<file path="src/rtl/anim_speed_ctrl_pkg.sv">
// Shared definitions for the animation control front-end.
//   Button bit positions within btn_raw, used by the top level and by the
//   pattern datapath that consumes its outputs.
package anim_speed_ctrl_pkg;

  localparam int unsigned NUM_BTNS    = 4;
  localparam int unsigned BTN_INC_ANI = 0;
  localparam int unsigned BTN_DEC_ANI = 1;
  localparam int unsigned BTN_INC_SPD = 2;
  localparam int unsigned BTN_DEC_SPD = 3;

endpackage

</file>
<file path="src/rtl/anim_speed_ctrl_debounce.sv">
// btn_debounce: synchroniser, debouncer and press-pulse generator for one
// asynchronous, active-high push-button.
//   clk    in  system clock
//   rst_n  in  synchronous active-low reset
//   ena    in  low: every register holds
//   raw    in  asynchronous button level
//   press  out one-cycle pulse on each debounced rising edge
module btn_debounce #(
  parameter int unsigned DEBOUNCE_CYCLES = 500
) (
  input  logic clk,
  input  logic rst_n,
  input  logic ena,
  input  logic raw,
  output logic press
);

  localparam int unsigned CW = $clog2(DEBOUNCE_CYCLES + 1);

  logic          sync1;
  logic          sync2;
  logic          db_state;
  logic          db_hist;
  logic [CW-1:0] cnt;

  always_ff @(posedge clk) begin
    if (!rst_n) begin
      sync1    <= 1'b0;
      sync2    <= 1'b0;
      db_state <= 1'b0;
      db_hist  <= 1'b0;
      cnt      <= '0;
      press    <= 1'b0;
    end else if (ena) begin
      sync1   <= raw;
      sync2   <= sync1;
      db_hist <= db_state;
      // Registered edge detect: keeps the event one cycle behind db_state.
      press   <= db_state & ~db_hist;
      if (sync2 != db_state) begin
        // This increment is the one that brings the count to DEBOUNCE_CYCLES.
        if (cnt == CW'(DEBOUNCE_CYCLES - 1)) begin
          db_state <= sync2;
          cnt      <= '0;
        end else begin
          cnt <= cnt + 1'b1;
        end
      end else begin
        cnt <= '0;
      end
    end
  end

endmodule

</file>
<file path="src/rtl/anim_speed_ctrl.sv">
// anim_speed_ctrl: control front-end of the seven-segment animation engine.
// Debounces the four push-buttons, keeps the animation index and speed level,
// and produces the frame-advance tick and frame counter.
//   clk           in  system clock (10 MHz nominal)
//   rst_n         in  synchronous active-low reset
//   ena           in  low: all state frozen, pulse outputs held low
//   btn_raw       in  [0]=incAni [1]=decAni [2]=incSpeed [3]=decSpeed
//   anim_idx      out current animation
//   speed         out current speed level (0 = slowest)
//   frame_idx     out current frame within the animation
//   frame_tick    out one-cycle pulse on each frame advance
//   anim_changed  out one-cycle pulse when anim_idx changes
module anim_speed_ctrl
  import anim_speed_ctrl_pkg::*;
#(
  parameter int unsigned NUM_ANIM        = 8,
  parameter int unsigned NUM_FRAMES      = 8,
  parameter int unsigned MAX_SPEED       = 7,
  parameter int unsigned DEFAULT_SPEED   = 3,
  parameter int unsigned DEBOUNCE_CYCLES = 500,
  parameter int unsigned BASE_TICKS      = 100000
) (
  input  logic                            clk,
  input  logic                            rst_n,
  input  logic                            ena,
  input  logic [3:0]                      btn_raw,
  output logic [$clog2(NUM_ANIM)-1:0]     anim_idx,
  output logic [$clog2(MAX_SPEED+1)-1:0]  speed,
  output logic [$clog2(NUM_FRAMES)-1:0]   frame_idx,
  output logic                            frame_tick,
  output logic                            anim_changed
);

  localparam int unsigned AW = $clog2(NUM_ANIM);
  localparam int unsigned SW = $clog2(MAX_SPEED + 1);
  localparam int unsigned FW = $clog2(NUM_FRAMES);
  localparam int unsigned TW = $clog2(BASE_TICKS * (MAX_SPEED + 1));

  logic [NUM_BTNS-1:0] press;
  logic                anim_inc;
  logic                anim_dec;
  logic                spd_inc;
  logic                spd_dec;
  logic [TW-1:0]       tick_cnt;
  logic [TW-1:0]       period_m1;
  logic                tick_hit;
  logic                tick_q;
  logic                anim_chg_q;

  for (genvar i = 0; i < NUM_BTNS; i++) begin : g_btn
    btn_debounce #(
      .DEBOUNCE_CYCLES(DEBOUNCE_CYCLES)
    ) u_db (
      .clk   (clk),
      .rst_n (rst_n),
      .ena   (ena),
      .raw   (btn_raw[i]),
      .press (press[i])
    );
  end

  always_comb begin
    anim_inc  = press[BTN_INC_ANI] & ~press[BTN_DEC_ANI];
    anim_dec  = press[BTN_DEC_ANI] & ~press[BTN_INC_ANI];
    // Events at saturation are dropped here so they cannot clear tick_cnt.
    spd_inc   = press[BTN_INC_SPD] & ~press[BTN_DEC_SPD] & (speed != SW'(MAX_SPEED));
    spd_dec   = press[BTN_DEC_SPD] & ~press[BTN_INC_SPD] & (speed != '0);
    period_m1 = TW'(BASE_TICKS * (MAX_SPEED + 1 - 32'(speed)) - 1);
    tick_hit  = (tick_cnt == period_m1);
  end

  always_ff @(posedge clk) begin
    if (!rst_n) begin
      anim_idx   <= '0;
      speed      <= SW'(DEFAULT_SPEED);
      frame_idx  <= '0;
      tick_cnt   <= '0;
      tick_q     <= 1'b0;
      anim_chg_q <= 1'b0;
    end else if (ena) begin
      tick_q     <= 1'b0;
      anim_chg_q <= 1'b0;

      if (anim_inc) begin
        anim_idx <= (anim_idx == AW'(NUM_ANIM - 1)) ? '0 : anim_idx + 1'b1;
      end else if (anim_dec) begin
        anim_idx <= (anim_idx == '0) ? AW'(NUM_ANIM - 1) : anim_idx - 1'b1;
      end

      if (spd_inc) begin
        speed <= speed + 1'b1;
      end else if (spd_dec) begin
        speed <= speed - 1'b1;
      end

      // Counter restarts on any animation or speed change, pre-empting the tick.
      if (anim_inc || anim_dec) begin
        anim_chg_q <= 1'b1;
        frame_idx  <= '0;
        tick_cnt   <= '0;
      end else if (spd_inc || spd_dec) begin
        tick_cnt <= '0;
      end else if (tick_hit) begin
        tick_q    <= 1'b1;
        tick_cnt  <= '0;
        frame_idx <= (frame_idx == FW'(NUM_FRAMES - 1)) ? '0 : frame_idx + 1'b1;
      end else begin
        tick_cnt <= tick_cnt + 1'b1;
      end
    end
  end

  // Pulses are masked while disabled so a frozen pulse register cannot leak out.
  assign frame_tick   = tick_q & ena;
  assign anim_changed = anim_chg_q & ena;

endmodule

</file>
<file path="config.mk">
export PLATFORM = sky130hd
export DESIGN_NAME = anim_speed_ctrl
export DESIGN_NICKNAME = d
export VERILOG_FILES = /design/src/rtl/anim_speed_ctrl_pkg.sv /design/src/rtl/anim_speed_ctrl_debounce.sv /design/src/rtl/anim_speed_ctrl.sv
export SDC_FILE = /design/constraint.sdc
export NUM_CORES = 1
export LEC_CHECK = 0
export CAP_MARGIN = 40
export CORE_UTILIZATION = 45
export CTS_CLUSTER_DIAMETER = 50
export DETAILED_ROUTE_END_ITERATION = 12
export PLACE_DENSITY = 0.62
export SLEW_MARGIN = 20
export SYNTH_ARGS = -nofsm -noshare
export SYNTH_HDL_FRONTEND = slang
export SYNTH_SLANG_ARGS = --single-unit
</file>
<file path="constraint.sdc">
create_clock -name clk -period 6.7 [get_ports clk]
set_clock_uncertainty 0.05 [all_clocks]
set_input_delay 0.67 -clock clk [delete_from_list [all_inputs] [get_ports clk]]
set_output_delay 0.67 -clock clk [all_outputs]
set_load 0.005 [all_outputs]
</file>
After elaboration in Yosys (flattened, before gate mapping)
Cells that the tools add are included.

Bits in registers: 87. Output and inout bits: 11. Word-level logic and storage cells: 115.

Add/sub/neg operators: 12. Multiply operators: 1. Equality and inequality tests: 13. Mux-type cells: 25. Bitwise gates (word level): 20. Reductions and logical operators: 14.

Operators with widths (count): 2-to-1 mux 9 bit (8); 2-to-1 mux 20 bit (3); adder 9 x 1 -> 9 bit (second input constant) (4); == test 9 bit (second input constant) (4); multiplier 12 x 32 -> 15 bit (first input constant) (1); 2-to-1 mux 3 bit (10); adder 20 x 1 -> 20 bit (second input constant) (1); == test 20 bit (1); subtractor 20 x 1 -> 20 bit (second input constant) (1); AND reduction 3 bit (5); bitwise AND 1 bit (12); adder 3 x 1 -> 3 bit (second input constant) (3); NOT 1 bit (8); == test 3 bit (second input constant) (2); nonzero test 2 bit (3); subtractor 3 x 1 -> 3 bit (second input constant) (2); subtractor 4 x 3 -> 5 bit (first input constant) (1); 2-to-1 mux 1 bit (4); != test 1 bit (4); AND reduction 2 bit (2); logical NOT 3 bit (1); != test 3 bit (second input constant) (1); nonzero test 3 bit (1); logical OR 1 bit (2); != test 2 bit (second input constant) (1).

Depth between registers and ports, before layout
Word-level depth: 7. Gate-level depth with buffers: 22.

By module
Synthesis repeated with hierarchy kept, for this count alone.

Cells, all modules: 668. Area, all modules: 5711.7 sq um.

By module, submodules not included: anim_speed_ctrl (times used 1, cells an instance 362, area each 2935.3 sq um); btn_debounce at g_btn[0].u_db ... (times used 3, cells an instance 78, area each 690.7 sq um); btn_debounce at g_btn[3].u_db (times used 1, cells an instance 72, area each 704.4 sq um).

Worst setup path after synthesis
No wires, ideal clock.

Path kind: register to register. Start point: register speed[0]. End point: register tick_cnt[16]. Library setup time: 0.122 ns. Arrival time: 5.428 ns. Required time: 6.528 ns. Setup slack: 1.100 ns. Stages on the path, launching flop included: 23. Path buffers: 2. Path through: dfxtp_1 -> inv_1 -> ha_1 -> ha_1 -> ha_1 -> ha_1 -> inv_1 -> fa_1 -> inv_1 -> ha_1 -> inv_1 -> fa_1 -> nor4b_1 -> and3b_1 -> o2111ai_1 -> o21ai_0 -> xor2_1 -> or4_4 -> a211oi_2 -> buf_6 -> buf_12 -> nor2_1 -> a221o_1.

Cells in the longest elaborated chain, start to end: 7.

Ends and longest elaborated chain: start: declaration (line anim_speed_ctrl.sv:28) `output logic [$clog2(MAX_SPEED+1)-1:0] speed,`; start signal: assignment (line anim_speed_ctrl.sv:75) `speed <= SW'(DEFAULT_SPEED);`; start signal: assignment (line anim_speed_ctrl.sv:91) `speed <= speed + 1'b1;`; start signal: assignment (line anim_speed_ctrl.sv:93) `speed <= speed - 1'b1;`; subtractor 4 x 3 -> 5 bit (line anim_speed_ctrl.sv:68) `period_m1 = TW'(BASE_TICKS * (MAX_SPEED + 1 - 32'(speed)) - 1);`; multiplier 12 x 32 -> 15 bit (line anim_speed_ctrl.sv:68); subtractor 20 x 1 -> 20 bit (line anim_speed_ctrl.sv:68); net period_m1[5] (line anim_speed_ctrl.sv:45) `logic [TW-1:0] period_m1;`; == test 20 bit (line anim_speed_ctrl.sv:69) `tick_hit = (tick_cnt == period_m1);`; 2-to-1 mux 20 bit (line anim_speed_ctrl.sv:103) `end else if (tick_hit) begin`; 2-to-1 mux 20 bit (line anim_speed_ctrl.sv:101) `end else if (spd_inc || spd_dec) begin`; 2-to-1 mux 20 bit (line anim_speed_ctrl.sv:97) `if (anim_inc || anim_dec) begin`; end signal: assignment (line anim_speed_ctrl.sv:108) `tick_cnt <= tick_cnt + 1'b1;`; end: declaration (line anim_speed_ctrl.sv:44) `logic [TW-1:0] tick_cnt;`.

The timed path passes the listed nets, and every way through them passes these cells. A chain may end at the register's enable or synchronous reset.

Final worst setup path
Start point: register speed[1]. End point: register tick_cnt[17].

Cells in the longest elaborated chain, start to end: 7.

Ends and longest elaborated chain (line): subtractor 4 x 3 -> 5 bit (anim_speed_ctrl.sv:68); multiplier 12 x 32 -> 15 bit (anim_speed_ctrl.sv:68); subtractor 20 x 1 -> 20 bit (anim_speed_ctrl.sv:68); == test 20 bit (anim_speed_ctrl.sv:69); 2-to-1 mux 20 bit (anim_speed_ctrl.sv:103); 2-to-1 mux 20 bit * (anim_speed_ctrl.sv:101); 2-to-1 mux 20 bit * (anim_speed_ctrl.sv:97).

Every way passes the cells marked *; elsewhere a longest branch is shown, timed or not.

==> out/qor.yml <==
status: "completed"
grt_usage_pct: 19.61
cts_hold_buf: 0
dp_hpwl_um: 7843
avgViaCountPerCell: 5.406
grt_first_pass_wirelength_um: 18310
core_sq_mm: 0.01103
powerDensity_mw_per_mm2: 183.7
vias: 4119
crit_top_cell: "ha_1"
critPathCaptureType: "flip-flop"
synth-edff-count: 0
numCtsBuffers: 9
whs_ns: 0.4294
timing.fmax_ghz: 0.1644
cts.htree.levels: 3
drive_gt1_share_pct: 5.949
vdd_drop_max_v: 0.0002133
period_needed_ns: 6.084
initial_core_util_pct: 47.03
setup_ws_ns: 0.6158
worstHoldEndpoint: "g_btn[1].u_db.db_hist$_SDFFE_PN0P_"
antenna_found_initial: 0
drt-initial-drc-count: 214
cp-start-kind: "flip-flop"
rsz0062_at_grt: "false"
grt_pass1_vias: 3974
hold_class: "flip-flop to flip-flop"
rr_endpoint: "tick_cnt[17]$_SDFFE_PN0P_"
ff2ff_setup_slack_ns: 0.62
tritoncts: "done"
p_leak_nw: 2.263
die_h_um: 109.4
pin_count: 18
syn_area_per_cell_sq_um: 8.589
dr.pass1.iters: 7
routed_wl_um: 10830
cts_resized: 0
holdPathStages: 2
r2r_start: "speed[1]$_SDFFE_PN1P_"
yosysTopAreaCellShare_pct: 33.57
rows: 38
synth_ff_type: "dfxtp_1"
setup_tns_ns: 0
grt_max_degree: 69
ys_warn_count: 0
io_buffers: 17
slew_headroom_pct: 50.03
clk_latency_ns: 0.34
r2r_cells: 21
dp_slack_ns: 0.6675
synthTopCellsByArea: "dfxtp_1 34%, ha_1 9.4%, xnor2_1 7.1%, nor2_1 4.6%, xor2_1 3.7%"
place_congestion: 0.8539
crit_arrival_ns: 6.26
post_cts_buffers: 0
required_ns: 6.88
critPathMaxFanout: 20
clk_pin_slew_ns: 0.06
routedWlPerCell_um: 14.21
ctsLongestPathBuffers: 2
syn-num-nets: 653
tightest_slew_ns: 0.7468
n_antenna_cell: 0
cts.sinks: 87
cp_slowest_stage_delay_ns: 0.53
areaGrowthSynthToFinish_pct: 10.81
synth.ff_latch_count: 87
setup_viol: 0
fin_nets: 668
yosysMostFrequentCell: "dfxtp_1"
drc: 0
final_util_pct: 52.11
path_cells: "inv_1 > ha_1 > ha_1 > ha_1 > ha_1 > inv_1 > fa_1 > inv_1 > ha_1 > inv_1 > fa_1 > nor4b_1 > and3b_1 > o2111ai_1 > o21ai_0 > xor2_1 > or4_4 > a211oi_2 > buf_4 > nor2_1 > a221o_1"
fp.dieArea_sq_mm: 0.01196
fin_cells: 762
finalHoldViolCount: 0
synth_top_area_cell: "dfxtp_1"
ys_async_sr_fraction_pct: 0
cts-root-buf: "clkbuf_16"
ant_nets: 0
yosysSeqAreaShare_pct: 33.57
post-route-period-util_pct: 90.81
synth_common_cells: "87 x dfxtp_1, 64 x nor2_1, 49 x nand2_1"
dp.cells: 747
drv_cap: 0
synthesis.area_sq_mm: 0.005187
dieWidth_um: 109.4
synth.distinct_cells: 63
crit_slowest_cell: "or4_4"
gr-total-overflow: 0
hold_start: "g_btn[1].u_db.db_hist$_SDFFE_PN0P_"
drv_slew: 0
path_class: "flip-flop to flip-flop"
netlist_instances: 604
layout by cell type (no fill, tap or decap), drive strengths merged, types with 7 or more instances in the layout:
master	netlist	layout
xnor2	42	42
xor2	23	23
buf	4	7
nand4	17	17
nor2b	22	22
a21oi	15	15
and2	14	14
clkdlybuf4s50	0	16
nand2b	10	10
nand3	32	32
o21ai	9	9
inv	35	36
dfxtp	87	87
o22ai	9	9
nor3	10	10
ha	39	39
clkbuf	15	9
and3	9	9
nor2	64	64
nand2	49	49
mux2i	14	14
sequential cells by signal, summed over array words and instances, names as in the netlist:
register,flops
tick_q,1
g_btn.u_db.sync2,4
anim_idx,3
g_btn.u_db.sync1,4
g_btn.u_db.db_state,4
speed,3
anim_chg_q,1
g_btn.u_db.press,4
frame_idx,3
g_btn.u_db.db_hist,4
g_btn.u_db.cnt,36
tick_cnt,20
report_power, final:
group / total, mW / switching, mW / internal [mW]
clock: 0.488 / 0.202 / 0.286
sequential: 0.526 / 0.00404 / 0.522
combinational: 0.0418 / 0.0253 / 0.0165
total: 1.06 / 0.231 / 0.824
critical path: cells and delay by family (launching register included):
family,cells,cell delay (ns)
compound gates,4,0.95
fa+ha+maj,7,2.25
flops,1,0.48
buf+inv,5,0.62
xor+xnor,1,0.12
simple gates,4,1.51
cell families (layout without fill, tap and decap cells):
group / count (synthesis) / in the layout / share of synthesized area [%]
buf+inv: 54 / 72 / 4.655
simple gates: 256 / 256 / 25.33
fa+ha+maj: 42 / 42 / 10.56
xor+xnor: 65 / 65 / 11.12
compound gates: 86 / 86 / 12.06
mux: 14 / 14 / 2.701
flops: 87 / 87 / 33.57
layout make-up:
| cell class | count | area, sq um |
|---|---|---|
| clock inverters | 5 | 60.06 |
| well taps | 140 | 175.2 |
| multi-input cells | 463 | 3204 |
| inverters | 35 | 131.4 |
| fillers | 1033 | 5283 |
| repair buffers | 23 | 210.2 |
| flip-flops and latches | 87 | 1742 |
| clock buffers | 9 | 225.2 |
through the flow:
| stage | area, sq um | total power, mW |
|---|---|---|
| 2_1_floorplan | 5187 | 0.5684 |
| 3_3_place_gp | 5455 | 0.5785 |
| 3_5_place_dp | 5455 | 0.5791 |
| 4_1_cts | 5741 | 1.071 |
| 5_1_grt | 5748 | 1.096 |
| 6_report | 5748 | 1.056 |
routing by layer:
metal	vias to the layer above	share of wire, %	track usage (%)	wire length [um]
li1	2128	-	-	-
met1	1913	47	24.56	5075
met2	59	47	33.15	5106
met3	19	3.9	4.209	420
met4	0	2.1	6.952	223
met5	-	0	0	0
how the worst max path moves through the flow:
stage	startpoint	endpoint	slack, ns	depth (start not counted)
finish	speed[1]$_SDFFE_PN1P_	tick_cnt[17]$_SDFFE_PN0P_	0.62	21
global route	speed[1]$_SDFFE_PN1P_	tick_cnt[17]$_SDFFE_PN0P_	0.16	21
CTS	speed[1]$_SDFFE_PN1P_	tick_cnt[17]$_SDFFE_PN0P_	0.65	21
detailed placement	speed[1]$_SDFFE_PN1P_	tick_cnt[17]$_SDFFE_PN0P_	0.67	21
global placement	speed[1]$_SDFFE_PN1P_	tick_cnt[17]$_SDFFE_PN0P_	0.86	21
floorplan	speed[0]$_SDFFE_PN1P_	tick_cnt[16]$_SDFFE_PN0P_	1.10	22
Note: power is estimated with default switching activity, not from simulation.
==> edit 1, RTL diff (config.mk and constraints unchanged) <==
Put a register stage on the outputs `frame_tick` and `anim_changed`, without a reset. The values now appear one clock later. The other outputs are not delayed to match. Comments in the files are not updated.
--- a/src/rtl/anim_speed_ctrl.sv
+++ b/src/rtl/anim_speed_ctrl.sv
@@ -111,8 +111,10 @@
   end
 
   // Pulses are masked while disabled so a frozen pulse register cannot leak out.
-  assign frame_tick   = tick_q & ena;
-  assign anim_changed = anim_chg_q & ena;
+  always_ff @(posedge clk) begin
+    frame_tick   <= tick_q & ena;
+    anim_changed <= anim_chg_q & ena;
+  end
 
 endmodule
 
Formal check against the unedited RTL: no difference found for any inputs over 4 cycles, from zero or initial values and one cycle with rst_n low; that may be too few to reach the edited logic, so the function may still have changed.
==> edit 1 against the original RTL <==
Power is 3.3% higher; sequential power is 2% higher; final area is 1.0% higher; sequential cell count is 2 higher; first-iteration DRC count is 7.5% higher; non-clock buffer count stayed put; routed wire length is 3.1% lower; sequential share of layout area is 0.39 points higher; area after synthesis is 0.77% higher; worst setup slack better by 120 ps; critical endpoint is now tick_cnt[9]; highest routed layer unchanged.
==> edit 1: results (changes against the original RTL) <==
- First-pass GRT wire length: 18.2 mm (-0.60%)
- Top cells by count, synth: 89 x dfxtp_1, 64 x nor2_1, 49 x nand2_1
- Final Wtd Congestion: 0.847 (-0.78%)
- Placed cell areas: 0.00550 mm² (+0.73%)
- Routed length on met3: 340 µm (-19%)
- Met2 Resource Use GR: 32.8% (-0.39 points)
- Peak VDD IR: 146 µV (-31%)
- Layout cells sized above 1: 6.23% (+0.28 points)
- Top cells by area, synth: dfxtp_1 34%, ha_1 9.3%, xnor2_1 7.0%
- Status: finished, final reports clean
- Hpwl dp: 7.63 mm (-2.7%)
- Post-synthesis adder-cell area fraction: 10.5% (-0.081 points)
- DR iter-0 viols: 230 (+7.5%)
- Detailed route wirelength on metal2: 5.15 mm (+0.90%)
- Final net count: 670 (+0.30%)
- Dpl ws: 710 ps (+42.5 ps)
- Seq/Total Area, Yosys: 34.1% (+0.51 points)
- Met1 Wirelength: 4.84 mm (-4.7%)
- Synth Instances: 606 (+0.33%)
- Leakage power: 2.29 nW (+1.4%)
- Placed cells: 749 (+0.27%)
- Worst Tran Pin Value: 774 ps (+27.4 ps)
- Met1 Track Usage GR: 23.7% (-0.82 points)
- Routed Wire Length: 10.5 mm (-3.1%)
- Compound-Gate Fraction of Synth Area: 12.0% (-0.092 points)
- All-Layer GR Usage: 19.1% (-0.54 points)
- Worst Path Arrival: 6140 ps (-120 ps)
- Sw Ratio: 22.6% (+0.71 points)
[edit 1: changes by cell type in the layout (fill, tap and decap cells not counted), sizes merged]
cell      unedited run  this run
clkinv               2         3
clkinvlp             1         0
dfxtp               87        89
inv                 36        38
[edit 1: area by class of cell]
cell class              count  area, µm²
fillers                  1026       5270
multi-input cells         463       3200
flip-flops and latches     89       1780
clock buffers               9        225
repair buffers             23        210
well taps                 140        175
inverters                  35        131
clock inverters             7       77.6
[edit 1: final timing paths]
| path | from | end | slack, ps | cells past startpoint |
|---|---|---|---|---|
| hold / removal | g_btn[0].u_db.db_hist | g_btn[0].u_db.db_hist | 430 | 2 |
| setup / recovery | speed[1] | tick_cnt[9] | 730 | 21 |
| setup reg to reg | speed[1] | tick_cnt[9] | 730 | 21 |
| hold reg to reg | g_btn[0].u_db.db_hist | g_btn[0].u_db.db_hist | 430 | 2 |
==> edit 2, RTL diff (same flow settings) <==
Made on the original files. Change the parameter `BASE_TICKS` from 100000 to 50000.
--- a/src/rtl/anim_speed_ctrl.sv
+++ b/src/rtl/anim_speed_ctrl.sv
@@ -18,7 +18,7 @@
   parameter int unsigned MAX_SPEED       = 7,
   parameter int unsigned DEFAULT_SPEED   = 3,
   parameter int unsigned DEBOUNCE_CYCLES = 500,
-  parameter int unsigned BASE_TICKS      = 100000
+  parameter int unsigned BASE_TICKS      = 50000
 ) (
   input  logic                            clk,
   input  logic                            rst_n,
Check against the original RTL: no difference found for any inputs over 4 cycles, from zero or initial values and one cycle with rst_n low; that may be too few to reach the edited logic, so the function may still have changed.
==> edit 2 against the original RTL <==
Synthesized cell count down 3.1%; combinational power down 2%; area after synthesis down 5.1%; worst setup slack better by 600 ps; power down 4.5%; via count down 4.3%; routed wire length down 10%; sequential cell count down 1; final area down 5.2%; largest cell class unchanged; largest power group unchanged.
==> edit 2: results (changes against the original RTL) <==
- Biggest regs: g_btn.u_db.cnt x36, tick_cnt x19
- Final net count: 641 (-4.0%)
- All-Layer GR Usage: 18.8% (-0.80 points)
- Mapped Avg Cell Area: 8.41 µm² (-2.0%)
- R2R depth: 16 (-24%)
- Slowest-stage cell, CP: dfxtp_1
- Max incr delay on CP: 760 ps (+230 ps)
- Final Wtd Congestion: 0.859 (+0.61%)
- Met2 Resource Use GR: 31.9% (-1.3 points)
- WL per Instance: 13.1 µm (-7.6%)
- Placed cell areas: 0.00519 mm² (-4.8%)
- Hpwl dp: 7.00 mm (-11%)
- Top cells by area, synth: dfxtp_1 35%, ha_1 8.6%, xnor2_1 6.6%
- Clk pin slew, worst setup/hold paths: 90 ps (+30 ps)
- Grt met3 use: 5.05% (+0.84 points)
- Clock latency on the worst-skew pair: 360 ps (+20 ps)
- Vias post-DR: 3942 (-4.3%)
- Pin count of the biggest net entering global routing: 34 (-51%)
- Top cells by count, synth: 86 x dfxtp_1, 74 x nor2_1, 58 x nand2_1
- Met1 Track Usage GR: 22.7% (-1.9 points)
- DR iter-0 viols: 139 (-35%)
- Routed Wire Length: 9.69 mm (-10%)
- Root buf cell: clkbuf_8
- Max Fanout on Critical Path: 16 (-20%)
- Dpl ws: 1280 ps (+614 ps)
- Peak VDD IR: 194 µV (-9.2%)
- Placed cells: 721 (-3.5%)
- Status: finished, final reports clean
- Vias in the first global route: 3807 (-4.2%)
- First-pass DRT Iterations: 4 (-3)
edit 2: cell types whose count changed in the layout (fill, tap and decap cells not counted), sizes merged, moves of 6 or more:
cell    before  now
a21oi       15   28
inv         36   27
nand2       49   58
nand3       32   38
nor2        64   74
nor2b       22    6
nor4b        6    0
o311ai       1    9
xor2        23   31
edit 2: power breakdown:
group	leakage [nW]	switching (mW)	internal [mW]	total (mW)
sequential	0.695	0.00415	0.516	0.520
clock	0.123	0.195	0.252	0.447
combinational	1.28	0.0254	0.0157	0.0411
total	2.10	0.225	0.783	1.01
edit 2: path summary, 6_finish.rpt:
check	startpoint	slack [ps]	endpoint
max	speed[0]	1220	tick_cnt[12]
min	frame_idx[1]	430	frame_idx[1]
max reg2reg	speed[0]	1220	tick_cnt[12]
min reg2reg	frame_idx[1]	430	frame_idx[1]
edit 2: cell type report:
type / instances / area [µm²]
Fill cell: 1047 / 5020
Tap cell: 136 / 170
Sequential cell: 86 / 1720
Timing Repair Buffer: 23 / 208
Multi-Input combinational cell: 451 / 3000
Clock buffer: 10 / 128
Inverter: 26 / 97.6
Clock inverter: 6 / 119
edit 2: critical path: cells and delay by family (launching register included):
kind	cells	cell delay, ps
fa+ha+maj	5	1750
buf+inv	1	210
flops	1	760
xor+xnor	2	520
compound gates	3	810
simple gates	5	1230
edit 2: metal layers:
layer,vias to the layer above,wire length [µm]
met5,-,0
met4,0,204
met3,20,297
met2,50,4610
met1,1830,4580
li1,2042,-
edit 2: cell families after synthesis:
kind of cell	synth area share, %
adders and majority gates	9.86
muxes	3.86
DFF	35.0
AOI/OAI and AO/OA	9.10
xor gates and xnor gates	13.0
buffers and inverters	4.02
and+or+nand+nor	25.1
